## src/rtl/debounce3_if.sv

```systemverilog
// debounce3_if: signal bundle between the raw-input source and the debouncer.
// The source drives the raw levels. The debouncer returns the filtered levels,
// the per-channel change pulses and the activity flag.
interface debounce3_if;
  logic [2:0] D;
  logic [2:0] Q;
  logic [2:0] CHG;
  logic       BUSY;

  modport master (output D, input Q, CHG, BUSY);
  modport slave  (input D, output Q, CHG, BUSY);
endinterface

```

## src/rtl/debounce3.sv

```systemverilog
// debounce3: three independent synchroniser + debouncer channels.
// Each raw input passes through two flops. A new level is then accepted only
// after it has differed from the current output for STABLE_CYCLES consecutive
// clocks. Any sample that matches the current output clears the channel
// counter, so bounce back to the old level restarts the qualification.
module debounce3 #(
  parameter int unsigned STABLE_CYCLES = 8,
  parameter int unsigned CNT_W         = 4,
  parameter logic [2:0]  RST_VAL       = 3'b000
) (
  input logic        CK,
  input logic        RST,
  debounce3_if.slave bus
);

  // Terminal count. STABLE_CYCLES-1 fits in CNT_W bits for every legal setting,
  // so the counter can never wrap.
  localparam logic [CNT_W-1:0] CNT_LAST = CNT_W'(STABLE_CYCLES - 1);

  generate
    if (STABLE_CYCLES < 2 || STABLE_CYCLES > (2 ** CNT_W)) begin : g_bad_cfg
      $error("debounce3: STABLE_CYCLES=%0d outside legal range 2..%0d",
             STABLE_CYCLES, 2 ** CNT_W);
    end
  endgenerate

  logic [2:0]       sync_1;
  logic [2:0]       sync_2;
  logic [2:0]       q_r;
  logic [2:0]       chg_r;
  logic [CNT_W-1:0] cnt [3];

  // Two-flop synchroniser; only sync_2 is used downstream.
  always_ff @(posedge CK or posedge RST) begin
    if (RST) begin
      sync_1 <= RST_VAL;
      sync_2 <= RST_VAL;
    end else begin
      sync_1 <= bus.D;
      sync_2 <= sync_1;
    end
  end

  // Per-channel stability counting, level acceptance and one-cycle change pulse.
  always_ff @(posedge CK or posedge RST) begin
    if (RST) begin
      q_r   <= RST_VAL;
      chg_r <= '0;
      for (int i = 0; i < 3; i++) begin
        cnt[i] <= '0;
      end
    end else begin
      for (int i = 0; i < 3; i++) begin
        if (sync_2[i] == q_r[i]) begin
          cnt[i]   <= '0;
          chg_r[i] <= 1'b0;
        end else if (cnt[i] == CNT_LAST) begin
          q_r[i]   <= sync_2[i];
          cnt[i]   <= '0;
          chg_r[i] <= 1'b1;
        end else begin
          cnt[i]   <= cnt[i] + CNT_W'(1);
          chg_r[i] <= 1'b0;
        end
      end
    end
  end

  assign bus.Q    = q_r;
  assign bus.CHG  = chg_r;
  assign bus.BUSY = (cnt[0] != '0) || (cnt[1] != '0) || (cnt[2] != '0);

endmodule

```

## src/flat_wrapper.sv

```systemverilog
// flat-port wrapper written by rule: the top's interface ports become plain ports
module debounce3_flat 
#(
  parameter int unsigned STABLE_CYCLES = 8,
  parameter int unsigned CNT_W         = 4,
  parameter logic [2:0]  RST_VAL       = 3'b000
)
  (CK, RST, bus_D, bus_Q, bus_CHG, bus_BUSY);
  debounce3_if bus_i ();
  input logic CK;
  input logic RST;
  input wire logic [$bits(bus_i.D)-1:0] bus_D;
  output wire logic [$bits(bus_i.Q)-1:0] bus_Q;
  output wire logic [$bits(bus_i.CHG)-1:0] bus_CHG;
  output wire logic [$bits(bus_i.BUSY)-1:0] bus_BUSY;
  assign bus_i.D = bus_D;
  assign bus_Q = bus_i.Q;
  assign bus_CHG = bus_i.CHG;
  assign bus_BUSY = bus_i.BUSY;
  debounce3 #(.STABLE_CYCLES(STABLE_CYCLES), .CNT_W(CNT_W), .RST_VAL(RST_VAL)) u_core (.CK(CK), .RST(RST), .bus(bus_i));
endmodule
```

## config.mk

```make
export PLATFORM = sky130hd
export DESIGN_NAME = debounce3_flat
export DESIGN_NICKNAME = d
export VERILOG_FILES = /design/src/rtl/debounce3_if.sv /design/src/rtl/debounce3.sv /design/src/flat_wrapper.sv
export SDC_FILE = /design/constraint.sdc
export NUM_CORES = 1
export LEC_CHECK = 0
export CAP_MARGIN = 20
export CORE_MARGIN = 3
export CORE_UTILIZATION = 40
export DETAILED_ROUTE_END_ITERATION = 7
export PLACE_DENSITY_LB_ADDON = 0.08
export REMOVE_ABC_BUFFERS = 1
export SLEW_MARGIN = 25
export SYNTH_ARGS = -nofsm -noshare
export SYNTH_HDL_FRONTEND = slang
export SYNTH_SLANG_ARGS = --single-unit
```

## constraint.sdc

```tcl
create_clock -name CK -period 3.1 [get_ports CK]
set_clock_uncertainty 0.1 [all_clocks]
set_input_delay 0.465 -clock CK [delete_from_list [all_inputs] [get_ports CK]]
set_output_delay 0.465 -clock CK [all_outputs]
set_load 0.01 [all_outputs]
```

==> results.py <==
metrics = {
    "setup_path": {
        "rrSetupSlack_ns": 1.73,
        "path_max_fanout": 3,
        "r2r_cells": 3,
        "end_kind": "output port",
        "arrival_ns": 2.08,
        "required_ns": 2.53,
        "critical_path_class": "register to output port",
        "r2r-end": "u_core.bus.Q[0]$_DFFE_PP0P_",
        "crit_path_start_kind": "register",
        "r2r_start": "u_core.cnt[8]$_DFF_PP0_",
    },
    "clock_tree": {
        "ctsResizeCount": 0,
        "clockRootBuffer": "clkbuf_4",
        "clk_pin_slew_ns": 0.12,
        "htree_levels": 1,
        "holdBufCountCts": 0,
        "postCtsSetupBuffers": 0,
        "cts_tree": "built",
        "clock_latency_ns": 0.30,
        "numCtsBuffers": 3,
        "cts.sinks": 24,
        "cts_max_path_buffers": 2,
    },
    "synth": {
        "synth_top_area_share": 0.619,
        "syn-cell-area_um2": 971,
        "yosysSeqAreaShare": 0.619,
        "synth_area_leaders": "dfrtp_1 (62%), ha_1 (7.7%), nor2_1 (5.8%)",
        "avgSynthCellArea_um2": 12.3,
        "ys_ff_latch": 24,
        "syn-instance-count": 79,
        "synth_cell_types": 14,
        "synth_warnings": 0,
        "yosys.area.top_type": "dfrtp_1",
    },
    "outcome": {
        "outcome": "complete, no violations",
    },
    "route": {
        "drc": 0,
        "via_per_inst": 4.57,
        "routed_wl_um": 1330,
        "drtIter0Drc": 4,
        "wl_per_cell_um": 10.9,
        "drt_first_pass_iters": 2,
        "num_vias": 558,
        "ant_nets": 0,
    },
    "floorplanning": {
        "core-area_mm2": 0.00225,
        "die_area_mm2": 0.00305,
        "start_util": 0.431,
        "fp-row-count": 17,
        "die_height_um": 55.3,
        "die_x_um": 55.3,
        "io-pin-count": 12,
    },
    "sta": {
        "worst_pin_slew_ns": 0.895,
        "relSlewSlack": 0.403,
        "timing_hold_violations_final": 0,
        "rsz0062_at_grt": "false",
        "fin_setup_tns_ns": 0,
        "period_minus_slack_ns": 2.64,
        "drv_slew": 0,
        "hold_ws_ns": 0.264,
        "max_freq_mhz": 378,
        "post-route-period-util": 0.852,
        "setup_viol": 0,
    },
    "cells_and_area": {
        "seqCellArea_um2": 601,
        "multiInputGateArea_um2": 344,
        "nets": 106,
        "mostFrequentLayoutCell": "dfrtp_1",
        "fillCellCount": 216,
        "final_cell_mix": "dfrtp_1 (24), nor2_1 (15), clkdlybuf4s50_1 (11), inv_1 (7)",
        "antenna_cells": 0,
        "drive_above_1_share": 0.0851,
        "area_delta_synth_final_pct": 18.7,
    },
    "job": {
        "cap_violations": 0,
    },
    "global_route": {
        "grt_max_degree": 25,
        "grt_usage": 0.0991,
        "grt_overflow": 0,
        "grt_pass1_vias": 536,
        "antenna_found_initial": 0,
        "grt_pass1_wl_um": 2370,
    },
    "min_path": {
        "worstHoldStart": "u_core.sync_1[0]$_DFF_PP0_",
        "hold_end": "u_core.sync_2[0]$_DFF_PP0_",
        "whs_path_depth": 0,
        "hold_class": "register to register",
    },
    "pwr": {
        "power.density_mw_per_mm2": 746,
        "p_leak_uw": 0.000563,
        "fin_total_pwr_uw": 860,
        "peakVddDrop_mv": 0.367,
    },
    "placement": {
        "gp_congestion": 0.692,
        "dpl.hpwl_um": 961,
        "port_buffers": 11,
    },
}
==> cell families after synthesis <==
family | count (synthesis) | synth area share
xor+xnor | 6 | 0.0541
fa+ha+maj | 6 | 0.0773
buf+inv | 7 | 0.0271
flops | 24 | 0.619
mux | 6 | 0.0657
simple gates | 30 | 0.157
==> cell usage after synthesis <==
master / n
inv_1: 7
mux2_2: 3
or4b_1: 1
ha_1: 6
nor2b_1: 3
dfrtp_1: 24
mux2i_1: 3
nor3_2: 1
nand3_1: 3
nor2_1: 15
xnor2_1: 6
nand4b_1: 1
nand3b_1: 3
nand2_1: 3
==> metrics by stage <==
step / area, µm² / setup WS (ns) / utilization / std cells
finish: 1150 / 0.457 / 0.511 / 122
detailed placement: 1120 / 0.791 / 0.495 / 118
global placement: 1120 / 0.819 / 0.495 / 118
global route: 1150 / 0.324 / 0.511 / 122
CTS: 1150 / 0.427 / 0.511 / 122
floorplan: 971 / 1.27 / - / 79
==> state kept, by name, indices dropped and copies added (netlist names) <==
name            flops
u_core.sync_2       3
u_core.bus.Q        3
u_core.bus.CHG      3
u_core.cnt         12
u_core.sync_1       3
==> critical path: stages, from the launching register on <==
cell	delay, ns
dfrtp_1	0.42
inv_1	0.08
ha_1	0.14
or4b_1	0.44
nor3_2	0.12
nand4b_1	0.10
clkdlybuf4s50_1	0.48
==> power breakdown <==
part,leakage (µW),total (µW),internal (µW),switching [µW]
Sequential,0.000313,437,379,57.7
Clock,0.0000210,160,71.6,87.9
Combinational,0.000229,264,143,121
Total,0.000563,860,594,266
==> metal layers <==
layer,vias up,track usage,part of all wire
met2,6,0.142,0.45
met3,2,0.0280,0.036
met5,-,0,0
li1,282,-,-
met4,0,0.0521,0.013
met1,268,0.136,0.50
==> how the worst max path moves through the flow <==
stage,startpoint,to,depth (start not counted)
2_1_floorplan,u_core.cnt[4]$_DFF_PP0_,bus_BUSY,5
3_3_place_gp,u_core.cnt[4]$_DFF_PP0_,bus_BUSY,6
3_5_place_dp,u_core.cnt[4]$_DFF_PP0_,bus_BUSY,6
4_1_cts,u_core.cnt[4]$_DFF_PP0_,bus_BUSY,6
5_1_grt,u_core.cnt[4]$_DFF_PP0_,bus_BUSY,6
6_report,u_core.cnt[4]$_DFF_PP0_,bus_BUSY,6
==> cell type report <==
class	instances	area share
Sequential cell	24	0.521
Inverter	7	0.0228
Tap cell	28	0.0304
Timing Repair Buffer	11	0.0955
Multi-Input combinational cell	48	0.299
Clock buffer	4	0.0315
(Power assumes the default switching activity.)
